===== src/rtl/latch_dump_ctrl.sv =====
// Walks the fixed pipeline-latch select table, captures each 32-bit read-back word
// and streams it as four bytes toward a UART transmitter with valid/ready handshake.
module latch_dump_ctrl #(
    parameter bit MSB_FIRST   = 1'b1,
    parameter int WAIT_CYCLES = 1
) (
    input  logic        clk,
    input  logic        rst,
    input  logic        i_start,
    output logic [6:0]  o_mux_sel,
    input  logic [31:0] i_mux_data,
    output logic [7:0]  o_tx_data,
    output logic        o_tx_valid,
    input  logic        i_tx_ready,
    output logic        o_busy,
    output logic        o_done
);

    typedef enum logic [2:0] {
        IDLE,
        SEL,
        WAIT,
        CAPTURE,
        SEND,
        NEXT,
        DONE
    } DumpState;

    localparam logic [4:0] LAST_INDEX = 5'd18;
    localparam logic [2:0] LAST_WAIT  = 3'(WAIT_CYCLES - 1);

    DumpState    state;
    logic [4:0]  index;
    logic [2:0]  waitCnt;
    logic [1:0]  byteCnt;
    logic [31:0] shiftReg;
    logic [6:0]  muxSel;
    logic        txValid;
    logic        busy;
    logic        done;

    function automatic logic [6:0] codeAt(input logic [4:0] idx);
        logic [6:0] code;
        code = 7'h00;
        case (idx)
            5'd0:    code = 7'h00;
            5'd1:    code = 7'h01;
            5'd2:    code = 7'h10;
            5'd3:    code = 7'h11;
            5'd4:    code = 7'h12;
            5'd5:    code = 7'h13;
            5'd6:    code = 7'h14;
            5'd7:    code = 7'h15;
            5'd8:    code = 7'h20;
            5'd9:    code = 7'h21;
            5'd10:   code = 7'h23;
            5'd11:   code = 7'h24;
            5'd12:   code = 7'h25;
            5'd13:   code = 7'h30;
            5'd14:   code = 7'h31;
            5'd15:   code = 7'h32;
            5'd16:   code = 7'h33;
            5'd17:   code = 7'h40;
            5'd18:   code = 7'h41;
            default: code = 7'h00;
        endcase
        return code;
    endfunction

    // The outgoing byte always sits at the leading end of the shift register,
    // so holding the register during a stall holds the byte as well.
    always_ff @(posedge clk or negedge rst) begin
        if (!rst) begin
            state    <= IDLE;
            index    <= 5'd0;
            waitCnt  <= 3'd0;
            byteCnt  <= 2'd0;
            shiftReg <= 32'd0;
            muxSel   <= 7'h00;
            txValid  <= 1'b0;
            busy     <= 1'b0;
            done     <= 1'b0;
        end else begin
            case (state)
                IDLE: begin
                    if (i_start) begin
                        index <= 5'd0;
                        busy  <= 1'b1;
                        state <= SEL;
                    end
                end
                SEL: begin
                    muxSel  <= codeAt(index);
                    waitCnt <= 3'd0;
                    state   <= WAIT;
                end
                WAIT: begin
                    if (waitCnt == LAST_WAIT) begin
                        state <= CAPTURE;
                    end else begin
                        waitCnt <= waitCnt + 3'd1;
                    end
                end
                CAPTURE: begin
                    shiftReg <= i_mux_data;
                    byteCnt  <= 2'd0;
                    txValid  <= 1'b1;
                    state    <= SEND;
                end
                SEND: begin
                    if (i_tx_ready) begin
                        shiftReg <= MSB_FIRST ? {shiftReg[23:0], 8'h00} : {8'h00, shiftReg[31:8]};
                        byteCnt  <= byteCnt + 2'd1;
                        if (byteCnt == 2'd3) begin
                            txValid <= 1'b0;
                            state   <= NEXT;
                        end
                    end
                end
                NEXT: begin
                    if (index == LAST_INDEX) begin
                        done  <= 1'b1;
                        state <= DONE;
                    end else begin
                        index <= index + 5'd1;
                        state <= SEL;
                    end
                end
                DONE: begin
                    done  <= 1'b0;
                    busy  <= 1'b0;
                    state <= IDLE;
                end
                default: begin
                    state <= IDLE;
                end
            endcase
        end
    end

    assign o_mux_sel  = muxSel;
    assign o_tx_data  = MSB_FIRST ? shiftReg[31:24] : shiftReg[7:0];
    assign o_tx_valid = txValid;
    assign o_busy     = busy;
    assign o_done     = done;

endmodule


===== config.mk =====
export PLATFORM = sky130hd
export DESIGN_NAME = latch_dump_ctrl
export DESIGN_NICKNAME = d
export VERILOG_FILES = /design/src/rtl/latch_dump_ctrl.sv
export SDC_FILE = /design/constraint.sdc
export NUM_CORES = 1
export LEC_CHECK = 0
export ABC_AREA = 1
export CORE_ASPECT_RATIO = 0.75
export CORE_MARGIN = 1
export CORE_UTILIZATION = 30
export DETAILED_ROUTE_END_ITERATION = 10
export PLACE_DENSITY_LB_ADDON = 0.2
export SLEW_MARGIN = 0
export SYNTH_ARGS = -nofsm -noshare
export SYNTH_HDL_FRONTEND = slang
export SYNTH_SLANG_ARGS = --single-unit

===== constraint.sdc =====
create_clock -name clk -period 1.8 [get_ports clk]
set_input_delay 0.36 -clock clk [delete_from_list [all_inputs] [get_ports clk]]
set_output_delay 0.36 -clock clk [all_outputs]
set_load 0.01 [all_outputs]

==> flow_summary.toml, run 1 <==
[timing]
finalCriticalPeriod_ps = 1570
hold_viol_final = 0
finalWorstSetupSlack_ps = 226
worst_clock_skew_ps = 5.67
setup-tns-final_ps = 0
timing.fmax_ghz = 0.635
setup_viol = 0
drv_slew = 0
layout_worst_path_cycle_share_pct = 87.5
rsz0062_at_grt = "no"

[clocking]
worst_skew_pair.late_latency_ps = 290
cts_tree = "built"
cts.reportedPaths.clkPinSlew_ps = 70
cts_root_buffer = "clkbuf_16"
cts_repair_resize_count = 0
cts_num_sinks = 54
cts_buffer_depth = 2
cts_buffers = 5
cts_hold_buf = 0
cts_max_level = 2
post_cts.repair.setup_buffers = 0

[critical_path]
crit_cells = 1
crit_fanout = 2
timing.critical_path.from_type = "flop"
path_delay_family = "buffers and inverters"
r2r.worst_path.cells = 8
crit_chain = "clkdlybuf4s50_1"
critPathKind = "reg -> out"
reg2reg_setup_slack_ps = 320
critical_path.n_buffers_inverters = 1
crit_path_top_delay_cell = "clkdlybuf4s50_1"
cp_data_arrival_time_ps = 1210
end_kind = "output pin"
worstPathRequired_ps = 1440
cpPeakStageDelay_ps = 550

[layout]
antennaDiodeCount = 0
areaGrowthSynthToFinish_pct = 27.0
area_taken_by_multi_input_logic_gates_um2 = 1150
regArea_um2 = 1350
layout.filler_cells = 930
drive_gt1_share_pct = 6.22
layoutNonFillerInstCount = 530
final_nets = 444
design_area_um2 = 3570

[placement]
placed_cells_incl_taps = 522
preCtsSetupSlack_ps = 163
gp_routability_congestion = 0.852
io_buffer_count = 52
dpl-instance-area_um2 = 3410
dpl.hpwl_mm = 4.34

[grt]
antenna_found_initial = 0
vias_in_the_first_global_route = 2124
grt_first_pass_wirelength_mm = 10.1
grt.total_usage_pct = 13.1
gr-total-overflow = 0
maximum_number_of_pins_on_one_net_before_global_route_repair = 55

[detailed_routing]
drt_first_iter_violations = 117
totalWireLength_mm = 6.06
ant_nets = 0
dr_total_vias = 2313
drc = 0
detail_route.first_pass.iterations = 4
wire_per_inst_um = 11.4
mean_number_of_vias_per_cell = 4.36

[outcome]
run_status = "finished clean"

[logic_synthesis]
postSynth.topFlopCell = "dfrtp_1"
asyncSetResetFlopFracSynth_pct = 100
syn_inst_count = 360
synthMostInstantiatedCell = "nand2_1"
synth_top_area_cell = "dfrtp_1"
ys_types = 26
yosysSeqAreaShare_pct = 48.0
netlist_top_cells_count = "114 x nand2_1, 60 x o21ai_0, 54 x dfrtp_1"
synthesis.area_per_instance_um2 = 7.82
synth.area.top_cells = "dfrtp_1 48%, nand2_1 15%, o21ai_0 11%"
synthesis.area_um2 = 2820
synth_enable_flop_cells = 0
synth-warning-count = 0
synth.ff_latch_count = 54
netlist.area_leader.share_pct = 48.0
syn-num-nets = 403

[die]
die_width_um = 114
die_y_um = 85.9
rows = 30
start_util_pct = 31.0
floorplan.io_pins = 54
floorplan.die_area_um2 = 9780
placeableCoreArea_um2 = 9080

[hold_path]
class_of_the_worst_hold_path = "in -> async"

[job]
maxCapViolations = 0

[power]
irDropWorstVdd_mv = 0.499
power_leakage_nw = 1.71
power_density_nw_per_um2 = 1360
## registers in the layout, indices dropped and copies added (netlist names)
name	flops
o_busy	1
byteCnt	2
state	3
o_tx_valid	1
o_done	1
waitCnt	3
index	5
o_mux_sel	6
shiftReg	32
## per-stage QoR
| step | utilization (%) | hold WS (ps) | total power [mW] |
|---|---|---|---|
| after global placement | 37.5 | 387 | 3.77 |
| after CTS | 39.4 | 74.3 | 4.92 |
| after floorplan | - | 64.4 | 3.24 |
| after detailed placement | 37.5 | 388 | 3.80 |
| after global routing | 39.4 | 86.6 | 5.26 |
| final | 39.4 | 56.8 | 4.85 |
## power by group
group          internal [mW]  total [mW]  leakage, nW  switching (mW)
combinational          0.795        1.89        0.940            1.10
sequential              1.66        1.87        0.688           0.209
clock                  0.652        1.09       0.0836           0.435
## layer usage
layer | up-vias | share of wire [%] | GRT usage, %
met2 | 42 | 43 | 19.6
met1 | 1062 | 52 | 19.1
met5 | - | 0 | 0
met3 | 2 | 4.6 | 3.25
met4 | 0 | 0.51 | 2.83
li1 | 1207 | - | -
## path summary, 6_finish.rpt
path	endpoint	start
min in group clk	o_mux_sel[0]	o_mux_sel[0]
setup / recovery	o_tx_data[0]	shiftReg[24]
setup reg to reg	index[2]	index[0]
hold reg to reg	o_mux_sel[0]	o_mux_sel[0]
max in group asynchronous	o_mux_sel[4]	rst
hold / removal	shiftReg[15]	rst
## cell type report
type,instances,area share (%)
Clock buffer,5,3.50
Clock inverter,3,1.12
Inverter,41,4.31
Multi-Input combinational cell,240,32.2
Sequential cell,54,37.8
Tap cell,128,4.48
Timing Repair Buffer,59,16.6
## layout by cell type (no fill, tap or decap)
cell type          n
buf_12             2
a21oi_1            2
or2_2              2
inv_2              1
xor2_1             1
clkdlybuf4s50_1   51
nor2_1            10
o21ai_0           60
nand4_1            2
nand2_1          114
mux2i_1            1
nand2_2            3
o21ai_4            1
bufinv_16          1
ha_1               7
clkbuf_16          5
o211ai_1           2
clkinv_2           2
nor2_4             1
nand3b_1           2
buf_2              1
nand3_1           28
nand3_2            1
conb_1             1
dfrtp_1           54
xnor2_1            1
o21ai_1            1
inv_1             40
buf_4              5
## logic make-up after synthesis
family / Yosys count / synth area share, %
AO/OA/AOI/OAI: 66 / 12.3
XOR/XNOR: 2 / 0.622
adder cells (fa/ha/maj): 7 / 3.11
buffers and inverters: 66 / 11.1
flip-flops: 54 / 48.0
multiplexers: 1 / 0.356
other: 1 / 0.133
AND/OR/NAND/NOR: 163 / 24.4
Note: power is estimated with default switching activity, not from simulation.
==> run 2, diff against run 1 <==
--- a/config.mk
+++ b/config.mk
@@ -9,6 +9,7 @@
 export CORE_ASPECT_RATIO = 0.75
 export CORE_MARGIN = 1
 export CORE_UTILIZATION = 30
+export CTS_CLUSTER_DIAMETER = 50
 export DETAILED_ROUTE_END_ITERATION = 10
 export PLACE_DENSITY_LB_ADDON = 0.2
 export SLEW_MARGIN = 0
==> results of run 2 <==
The final DEF is identical to that of run 1; final timing and power are the same.
==> run 3, diff against run 2 <==
--- a/config.mk
+++ b/config.mk
@@ -6,12 +6,13 @@
 export NUM_CORES = 1
 export LEC_CHECK = 0
 export ABC_AREA = 1
-export CORE_ASPECT_RATIO = 0.75
+export CORE_ASPECT_RATIO = 0.9
 export CORE_MARGIN = 1
 export CORE_UTILIZATION = 30
 export CTS_CLUSTER_DIAMETER = 50
 export DETAILED_ROUTE_END_ITERATION = 10
 export PLACE_DENSITY_LB_ADDON = 0.2
+export SKIP_LAST_GASP = 1
 export SLEW_MARGIN = 0
 export SYNTH_ARGS = -nofsm -noshare
 export SYNTH_HDL_FRONTEND = slang
==> flow_summary.toml, run 3 (synthesized netlist as in run 1, its figures left out) <==
[detailed_routing]
mean_number_of_vias_per_cell = 4.45
wire_per_inst_um = 11.4
drc = 0
dr_total_vias = 2316
ant_nets = 0
totalWireLength_mm = 5.96
detail_route.first_pass.iterations = 4
drt_first_iter_violations = 136

[placement]
placed_cells_incl_taps = 514
io_buffer_count = 52
gp_routability_congestion = 0.893
dpl.hpwl_mm = 4.13
dpl-instance-area_um2 = 3400

[clocking]
cts_hold_buf = 0
worst_skew_pair.late_latency_ps = 310
cts.reportedPaths.clkPinSlew_ps = 100
cts_buffer_depth = 2
cts_buffers = 5
cts_max_level = 2
post_cts.repair.setup_buffers = 0
cts_repair_resize_count = 0
cts_num_sinks = 54
cts_root_buffer = "clkbuf_8"
cts_tree = "built"

[layout]
finalCoreUtilization_pct = 38.2
final_nets = 442
most-common-layout-cells = "114 x nand2_1, 60 x o21ai_0, 54 x dfrtp_1, 51 x clkdlybuf4s50_1, 40 x inv_1"
drive_gt1_share_pct = 5.51
design_area_um2 = 3480
areaGrowthSynthToFinish_pct = 23.7
antennaDiodeCount = 0
reg_with_most_ffs = "shiftReg"
number_of_flip_flops_under_the_largest_register_name = 32
leading_cell_type_in_the_layout_fill_and_taps_excluded = "nand2_1"
layoutNonFillerInstCount = 521

[critical_path]
reg2reg_setup_slack_ps = 280
crit_chain = "clkdlybuf4s50_1"
path_delay_family = "buffers and inverters"
crit_path_top_delay_cell = "clkdlybuf4s50_1"
critical_path.n_buffers_inverters = 1
end_kind = "output pin"
cpPeakStageDelay_ps = 550
worst_r2r_startpoint = "index[0]"
r2r.worst_path.cells = 8
cp_data_arrival_time_ps = 1230
timing.critical_path.from_type = "flop"
crit_fanout = 2
worstPathRequired_ps = 1440
timing.rr.end = "index[0]"
critPathKind = "reg -> out"

[job]
maxCapViolations = 0

[grt]
antenna_found_initial = 0
gr-total-overflow = 0
vias_in_the_first_global_route = 2173
grt.total_usage_pct = 12.9
grt_first_pass_wirelength_mm = 10.2
maximum_number_of_pins_on_one_net_before_global_route_repair = 55

[timing]
drv_slew = 0
layout_worst_path_cycle_share_pct = 88.5
setup_viol = 0
finalCriticalPeriod_ps = 1590
hold_viol_final = 0
worst_clock_skew_ps = 8.92
setup-tns-final_ps = 0
timing.fmax_ghz = 0.628
fin_worst_hold_slack_ps = 38.2
rsz0062_at_grt = "no"

[die]
die_y_um = 93.9
floorplan.io_pins = 54
floorplan.die_area_um2 = 9780
die_width_um = 104
rows = 33
start_util_pct = 30.9
placeableCoreArea_um2 = 9130

[power]
irDropWorstVdd_mv = 0.367
power_leakage_nw = 1.67
power_density_nw_per_um2 = 1270

[hold_path]
class_of_the_worst_hold_path = "in -> async"

[outcome]
run_status = "finished clean"
[run 3: stage by stage]
stage          power, mW  worst slack [ps]
2_1_floorplan       3.24               504
3_3_place_gp        3.75               182
3_5_place_dp        3.78               185
4_1_cts             4.46               188
5_1_grt             4.83              53.8
6_report            4.41               207
[run 3: layout make-up]
type / instances / area, um2
clock inverters: 2 / 13.8
flip-flops and latches: 54 / 1350
inverters: 41 / 154
multi-input cells: 240 / 1150
fillers: 941 / 5640
clock buffers: 5 / 68.8
repair buffers: 57 / 591
well taps: 122 / 153
[run 3: worst max path at each step]
| stage | startpoint | to | slack [ps] | cells past startpoint |
|---|---|---|---|---|
| 5_1_grt | index[0] | index[0] | 50 | 8 |
| 2_1_floorplan | index[0] | index[2] | 500 | 7 |
| 3_5_place_dp | i_tx_ready | shiftReg[17] | 190 | 5 |
| 3_3_place_gp | i_tx_ready | byteCnt[0] | 180 | 5 |
| 4_1_cts | o_busy | o_busy | 190 | 1 |
| 6_report | shiftReg[24] | o_tx_data[0] | 210 | 1 |
[run 3: power by group]
part | leakage (nW) | internal (mW) | switching [mW] | total, mW
logic | 0.937 | 0.789 | 1.07 | 1.86
registers | 0.688 | 1.66 | 0.223 | 1.88
clock network | 0.0444 | 0.270 | 0.405 | 0.675
total | 1.67 | 2.72 | 1.70 | 4.41
[run 3: routing by layer]
| layer | track usage (%) | wire length (um) |
|---|---|---|
| met5 | 0 | 0 |
| met2 | 18.6 | 2480 |
| met4 | 4.05 | 66 |
| met1 | 18.9 | 3140 |
| met3 | 3.05 | 272 |
